## src/rtl/pa_risc_pkg.sv

```systemverilog
// Shared PA_RISC loader definitions: state encoding and word geometry.
package pa_risc_pkg;

  localparam int WORD_BYTES = 4;
  localparam int INSTR_W    = 32;

  typedef enum logic [1:0] {
    FILL  = 2'd0,
    WRITE = 2'd1,
    DONE  = 2'd2,
    FAIL  = 2'd3
  } loader_state_t;

endpackage

```

## src/rtl/pa_risc_imem_loader_if.sv

```systemverilog
// Byte-stream input and instruction-memory write port of the boot loader.
// The loader is the slave of the byte stream and drives the memory port.
interface pa_risc_imem_loader_if #(
  parameter int ADDR_WIDTH = 9
);
  import pa_risc_pkg::*;

  logic                  in_valid;
  logic [7:0]            in_data;
  logic                  in_last;
  logic                  in_ready;
  logic                  mem_we;
  logic [ADDR_WIDTH-1:0] mem_addr;
  logic [INSTR_W-1:0]    mem_wdata;

  modport master (
    output in_valid, in_data, in_last,
    input  in_ready, mem_we, mem_addr, mem_wdata
  );

  modport slave (
    input  in_valid, in_data, in_last,
    output in_ready, mem_we, mem_addr, mem_wdata
  );

endinterface

```

## src/rtl/pa_risc_word_packer.sv

```systemverilog
// Big-endian byte-to-word packer. The completed word is presented
// combinationally in the same cycle its final byte is accepted, so the
// caller can register it on that edge. Bytes below the one carrying
// last_in stay zero because the shift register is cleared after each word.
module pa_risc_word_packer
  import pa_risc_pkg::*;
(
  input  logic               clk,
  input  logic               reset,
  input  logic               accept,
  input  logic [7:0]         byte_in,
  input  logic               last_in,
  output logic               word_valid,
  output logic [INSTR_W-1:0] word,
  output logic               word_last
);

  localparam logic [1:0] LAST_IDX = 2'(WORD_BYTES - 1);

  logic [1:0]         idx_reg;
  logic [INSTR_W-1:0] shift_reg;

  // Byte lane k takes the incoming byte when it is the current index.
  generate
    for (genvar gi = 0; gi < WORD_BYTES; gi++) begin : g_lane
      assign word[INSTR_W-1-8*gi -: 8] =
        (idx_reg == 2'(gi)) ? byte_in : shift_reg[INSTR_W-1-8*gi -: 8];
    end
  endgenerate

  assign word_valid = accept && ((idx_reg == LAST_IDX) || last_in);
  assign word_last  = accept && last_in;

  // Advance the byte index and capture partial words; restart after a word.
  always_ff @(posedge clk or posedge reset) begin
    if (reset) begin
      idx_reg   <= '0;
      shift_reg <= '0;
    end else if (accept) begin
      if (word_valid) begin
        idx_reg   <= '0;
        shift_reg <= '0;
      end else begin
        idx_reg   <= idx_reg + 2'd1;
        shift_reg <= word;
      end
    end
  end

endmodule

```

## src/rtl/pa_risc_imem_loader.sv

```systemverilog
// Boot-time instruction-memory loader for the PA_RISC core. Packs a byte
// stream into 32-bit words, writes them from address 0 upward and holds
// the core in reset until the image is complete.
// Optional feature macro: LOADER_CHECKSUM_EN -- the final word is a
// checksum compared against the 32-bit sum of the written words instead
// of being written.
module pa_risc_imem_loader
  import pa_risc_pkg::*;
#(
  parameter int ADDR_WIDTH = 9
) (
  input  logic                  clk,
  input  logic                  reset,
  pa_risc_imem_loader_if.slave  bus,
  output logic                  cpu_reset,
  output logic                  done,
  output logic                  err
);

  localparam logic [ADDR_WIDTH-1:0] LAST_WORD_ADDR = {{(ADDR_WIDTH-2){1'b1}}, 2'b00};
  localparam logic [ADDR_WIDTH-1:0] WORD_STEP      = ADDR_WIDTH'(WORD_BYTES);

  loader_state_t         state_reg, state_next;
  logic                  armed_reg;
  logic [ADDR_WIDTH-1:0] ptr_reg, ptr_next;
  logic                  full_reg, full_next;
  logic                  last_reg, last_next;
  logic [ADDR_WIDTH-1:0] addr_reg, addr_next;
  logic [INSTR_W-1:0]    wdata_reg, wdata_next;
`ifdef LOADER_CHECKSUM_EN
  logic [INSTR_W-1:0]    sum_reg, sum_next;
`endif

  logic               in_ready_int;
  logic               mem_we_int;
  logic               accept;
  logic               word_valid;
  logic [INSTR_W-1:0] word;
  logic               word_last;

  // armed_reg delays in_ready by one edge after reset release.
  assign in_ready_int = armed_reg && (state_reg == FILL);
  assign accept       = bus.in_valid && in_ready_int;

  pa_risc_word_packer u_packer (
    .clk        (clk),
    .reset      (reset),
    .accept     (accept),
    .byte_in    (bus.in_data),
    .last_in    (bus.in_last),
    .word_valid (word_valid),
    .word       (word),
    .word_last  (word_last)
  );

  // State, pointer and write-port registers.
  always_ff @(posedge clk or posedge reset) begin
    if (reset) begin
      state_reg <= FILL;
      armed_reg <= 1'b0;
      ptr_reg   <= '0;
      full_reg  <= 1'b0;
      last_reg  <= 1'b0;
      addr_reg  <= '0;
      wdata_reg <= '0;
`ifdef LOADER_CHECKSUM_EN
      sum_reg   <= '0;
`endif
    end else begin
      state_reg <= state_next;
      armed_reg <= 1'b1;
      ptr_reg   <= ptr_next;
      full_reg  <= full_next;
      last_reg  <= last_next;
      addr_reg  <= addr_next;
      wdata_reg <= wdata_next;
`ifdef LOADER_CHECKSUM_EN
      sum_reg   <= sum_next;
`endif
    end
  end

  // Next-state logic; the pointer saturates at the top word and sets full
  // instead of wrapping back onto address 0.
  always_comb begin
    state_next = state_reg;
    ptr_next   = ptr_reg;
    full_next  = full_reg;
    last_next  = last_reg;
    addr_next  = addr_reg;
    wdata_next = wdata_reg;
    mem_we_int = 1'b0;
`ifdef LOADER_CHECKSUM_EN
    sum_next   = sum_reg;
`endif
    case (state_reg)
      FILL: begin
        if (accept) begin
          if (full_reg) begin
            state_next = FAIL;
          end else if (word_valid) begin
            state_next = WRITE;
            addr_next  = ptr_reg;
            wdata_next = word;
            last_next  = word_last;
          end
        end
      end
      WRITE: begin
`ifdef LOADER_CHECKSUM_EN
        if (last_reg) begin
          state_next = (sum_reg == wdata_reg) ? DONE : FAIL;
        end else begin
          mem_we_int = 1'b1;
          sum_next   = sum_reg + wdata_reg;
          state_next = FILL;
          if (ptr_reg == LAST_WORD_ADDR) full_next = 1'b1;
          else                           ptr_next  = ptr_reg + WORD_STEP;
        end
`else
        mem_we_int = 1'b1;
        state_next = last_reg ? DONE : FILL;
        if (ptr_reg == LAST_WORD_ADDR) full_next = 1'b1;
        else                           ptr_next  = ptr_reg + WORD_STEP;
`endif
      end
      default: begin
        state_next = state_reg;
      end
    endcase
  end

  assign bus.in_ready  = in_ready_int;
  assign bus.mem_we    = mem_we_int;
  assign bus.mem_addr  = addr_reg;
  assign bus.mem_wdata = wdata_reg;
  assign cpu_reset     = (state_reg != DONE);
  assign done          = (state_reg == DONE);
  assign err           = (state_reg == FAIL);

endmodule
```

## src/flat_wrapper.sv

```systemverilog
// flat-port wrapper written by rule: the top's interface ports become plain ports
module pa_risc_imem_loader_flat import pa_risc_pkg::*;
#(
  parameter int ADDR_WIDTH = 9
)
  (clk, reset, cpu_reset, done, err, bus_in_valid, bus_in_data, bus_in_last, bus_in_ready, bus_mem_we, bus_mem_addr, bus_mem_wdata);
  pa_risc_imem_loader_if #(.ADDR_WIDTH(ADDR_WIDTH)) bus_i ();
  input  logic clk;
  input  logic reset;
  output logic cpu_reset;
  output logic done;
  output logic err;
  input wire logic [$bits(bus_i.in_valid)-1:0] bus_in_valid;
  input wire logic [$bits(bus_i.in_data)-1:0] bus_in_data;
  input wire logic [$bits(bus_i.in_last)-1:0] bus_in_last;
  output wire logic [$bits(bus_i.in_ready)-1:0] bus_in_ready;
  output wire logic [$bits(bus_i.mem_we)-1:0] bus_mem_we;
  output wire logic [$bits(bus_i.mem_addr)-1:0] bus_mem_addr;
  output wire logic [$bits(bus_i.mem_wdata)-1:0] bus_mem_wdata;
  assign bus_i.in_valid = bus_in_valid;
  assign bus_i.in_data = bus_in_data;
  assign bus_i.in_last = bus_in_last;
  assign bus_in_ready = bus_i.in_ready;
  assign bus_mem_we = bus_i.mem_we;
  assign bus_mem_addr = bus_i.mem_addr;
  assign bus_mem_wdata = bus_i.mem_wdata;
  pa_risc_imem_loader #(.ADDR_WIDTH(ADDR_WIDTH)) u_core (.clk(clk), .reset(reset), .bus(bus_i), .cpu_reset(cpu_reset), .done(done), .err(err));
endmodule
```

## config.mk

```make
export PLATFORM = sky130hd
export DESIGN_NAME = pa_risc_imem_loader_flat
export DESIGN_NICKNAME = d
export VERILOG_FILES = /design/src/rtl/pa_risc_pkg.sv /design/src/rtl/pa_risc_imem_loader_if.sv /design/src/rtl/pa_risc_word_packer.sv /design/src/rtl/pa_risc_imem_loader.sv /design/src/flat_wrapper.sv
export SDC_FILE = /design/constraint.sdc
export NUM_CORES = 1
export LEC_CHECK = 0
export CORE_MARGIN = 5
export CORE_UTILIZATION = 57
export CTS_CLUSTER_SIZE = 28
export DETAILED_ROUTE_END_ITERATION = 16
export MAX_ROUTING_LAYER = met4
export PLACE_DENSITY = 0.95
export SYNTH_ARGS = -nofsm -noshare
export SYNTH_HDL_FRONTEND = slang
export SYNTH_SLANG_ARGS = --single-unit
export TNS_END_PERCENT = 5
```

## constraint.sdc

```tcl
create_clock -name clk -period 5.2 [get_ports clk]
set_input_delay 0.78 -clock clk [delete_from_list [all_inputs] [get_ports clk]]
set_output_delay 0.78 -clock clk [all_outputs]
set_load 0.02 [all_outputs]
```

==> implementation parameters <==
Parameter                              Value

STA
  Setup clock skew after layout    0.01126 ns
  Period utilisation layout    54.79%
  Slew at the pin closest to its max-slew limit    0.7842 ns
  Fmax    0.3510 GHz
  Min cycle time layout    2.849 ns
  Pins Over Slew Limit    0
  Worst hold margin    0.4922 ns
  Final hold vios    0
  Setup_tns    0 ns
  Final worst slack    2.351 ns
  Relative slew slack    47.66%
  Final count of negative-setup-slack endpoints    0
  Unrepaired setup endpoints after global routing    no

Status
  Result of the run    finished, final reports clean

Logic synthesis
  Library cell occupying the most area in the post-synthesis netlist    sky130_fd_sc_hd__dfrtp_1
  Synthesized flop and latch total    85
  Average cell area after synthesis    14.10 um2
  Most area-consuming cells after synthesis    sky130_fd_sc_hd__dfrtp_1 57%, sky130_fd_sc_hd__mux2_2 19%, sky130_fd_sc_hd__a22o_1 5.9%
  Gate count after technology mapping    264
  Portion of the post-synthesis area used by sequential elements    57.12%
  Number of distinct standard cells referenced by the synthesized netlist    38
  Number of warning messages in the yosys log    0
  Share of Yosys cell area claimed by the top area cell type    57.12%
  Cell Area, Synth    3724 um2

Global route
  Aggregate global routing overflow    0
  Maximum number of pins on one net before global-route repair    48
  Initial antenna violation count    0
  Grt met2 use    30.87%
  Number of global-route vias before repair    2471
  Met1 global-route usage    27.96%
  Total global routing track utilization    20.56%
  Global-route wire length before repair    13.05 mm
  Most used routing layer in global routing    met2
  Met3 global-route usage    3.167%

Routing
  Detailed Routing Iterations Pass 1    4
  Vias after detailed routing    2373
  Antenna-violating nets left    0
  Post-detailed-routing wire length    7.908 mm
  Residual DRC count    0
  DR iter-0 viols    236
  Wire length per cell    19.82 um
  Via-per-instance ratio    5.947

Final layout
  Layout Nets    334
  Utilization after layout    71.27%
  Ant diodes    0
  Area added between synthesis and finish    21.54%
  Count of non-filler cells in the finished layout    399
  Share of final-layout standard cells stronger than drive strength 1    26.71%
  Final non-filler cell area    4526 um2
  FILL cells    411

Floorplanning
  Row Count    29
  Chip width    90.83 um
  Ports    58
  Starting utilization of the core area    58.64%
  Die height    90.83 um
  Core ar.    6350 um2
  Total die area    8249 um2

Clock network
  CTS Hold Buffers Added    0
  Clk slew on worst S/H paths    0.09 ns
  Latest clock arrival within the worst-skew pair    0.35 ns
  TritonCTS clock tree    done
  Maximum level of the CTS H-tree    3
  Number of buffers inserted by post-CTS setup repair    0
  Clock buffer depth    2
  # clock sinks    85
  Clk Tree Root Cell    sky130_fd_sc_hd__clkbuf_8
  Number of gates resized after CTS    0
  Cts bufs inserted    9

Critical path
  Delay contributed by the slowest stage of the critical path    0.71 ns
  CP max FO    10
  Worst-path cell chain    nor2b_1 > clkdlybuf4s50_1
  Library cell contributing the largest single delay on the critical path    sky130_fd_sc_hd__clkdlybuf4s50_1
  Crit-path leading delay family    buffers and inverters
  Required time of the critical path    4.42 ns
  CP Depth    2
  Number of buffer and inverter stages on the critical path    1
  Kind of end point of the critical path    output pin
  Arrival time of data at the critical path endpoint    2.07 ns
  Category of the worst setup path launch point    register
  Worst setup path category    register to output pin
  Cell count of the worst reg-to-reg path    5

Place
  Area after DPL    4292 um2
  Global placer's final weighted congestion    0.8158
  Cell count after placement    383
  Worst slack at placement    2.603 ns
  Post-detailed-placement half-perimeter wirelength    5.320 mm
  IO Port Bufs    55

Pwr
  Peak supply drop    0.3108 mV
  Overall power consumption    2.254 mW
  Leakage dissipation    2.129 nW
  Pwr/cell area    498.1 nW/um2

Worst hold path
  Count of cells along the worst hold path    1
  Hold Path Class    register to register

Run
  Max-cap violation count    0
-- cells in the mapped netlist, drive strengths merged --
master    n
o22a      1
a21o      1
dfrtp    85
clkbuf    6
o21ai     7
and4bb    1
nor3b     1
and4b     1
o2111a    1
and2      2
xnor2     4
nand3     2
or2       1
nor3      1
o2111ai   2
nand4     1
a22o     25
nand2b    1
a221o     1
o211ai    1
mux2     72
ha        5
a21oi     2
buf      10
nand3b    1
inv       5
nor2b     9
conb      2
nor2      6
and3      4
nand2     2
nand4bb   1
-- logic make-up after synthesis --
| kind of cell | Yosys count | share of synthesized area (%) |
|---|---|---|
| xor gates and xnor gates | 4 | 0.9408 |
| buffers and inverters | 21 | 3.159 |
| DFF | 85 | 57.12 |
| AOI/OAI and AO/OA | 41 | 8.770 |
| other | 2 | 0.2017 |
| and+or+nand+nor | 34 | 6.351 |
| adders and majority gates | 5 | 1.680 |
| muxes | 72 | 21.77 |
-- report_power, final --
| group | internal, mW | switching (mW) | total [mW] | leakage [nW] |
|---|---|---|---|---|
| Sequential | 0.841 | 0.127 | 0.969 | 1.14 |
| Clock | 0.298 | 0.236 | 0.534 | 0.120 |
| Combinational | 0.418 | 0.333 | 0.751 | 0.871 |
-- metal layers --
| metal | share of wire [%] | routed length (um) |
|---|---|---|
| met5 | 0 | 0 |
| met1 | 43 | 3438 |
| met2 | 50 | 3932 |
| met3 | 5.0 | 396 |
| met4 | 1.8 | 140 |
-- cell usage in the layout (no fill, tap or decap), drive strengths merged, types with 2 or more instances in the layout --
cell / instances
o2111ai: 2
inv: 4
nor2: 6
buf: 2
o21ai: 7
nor2b: 9
and3: 4
clkinv: 4
a21oi: 2
ha: 5
bufinv: 2
clkbuf: 11
conb: 3
dfrtp: 85
and2: 2
mux2: 72
xnor2: 4
nand2: 2
nand3: 2
clkdlybuf4s50: 55
a22o: 25
-- worst paths after layout --
kind                            slack, ns                  startpoint                             to
worst min-delay path                 0.49      u_core.bus.mem_addr[7]         u_core.bus.mem_addr[7]
worst min register to register       0.49      u_core.bus.mem_addr[7]         u_core.bus.mem_addr[7]
max in group asynchronous            3.36                       reset  u_core.u_packer.shift_reg[18]
min in group asynchronous            0.86                       reset              u_core.ptr_reg[4]
worst max-delay path                 2.35         u_core.state_reg[0]                     bus_mem_we
worst max register to register       2.88  u_core.u_packer.idx_reg[0]       u_core.bus.mem_wdata[24]
-- area by class of cell --
type / count / area, um2 / area share, %
Sequential cell: 85 / 2127 / 47.00
Multi-Input combinational cell: 159 / 1483 / 32.76
Timing Repair Buffer: 57 / 565.5 / 12.50
Clock buffer: 11 / 151.4 / 3.345
Tap cell: 77 / 96.34 / 2.129
Clock inverter: 5 / 82.58 / 1.825
Inverter: 5 / 20.02 / 0.4424
Power figures use the tool's default switching activity.
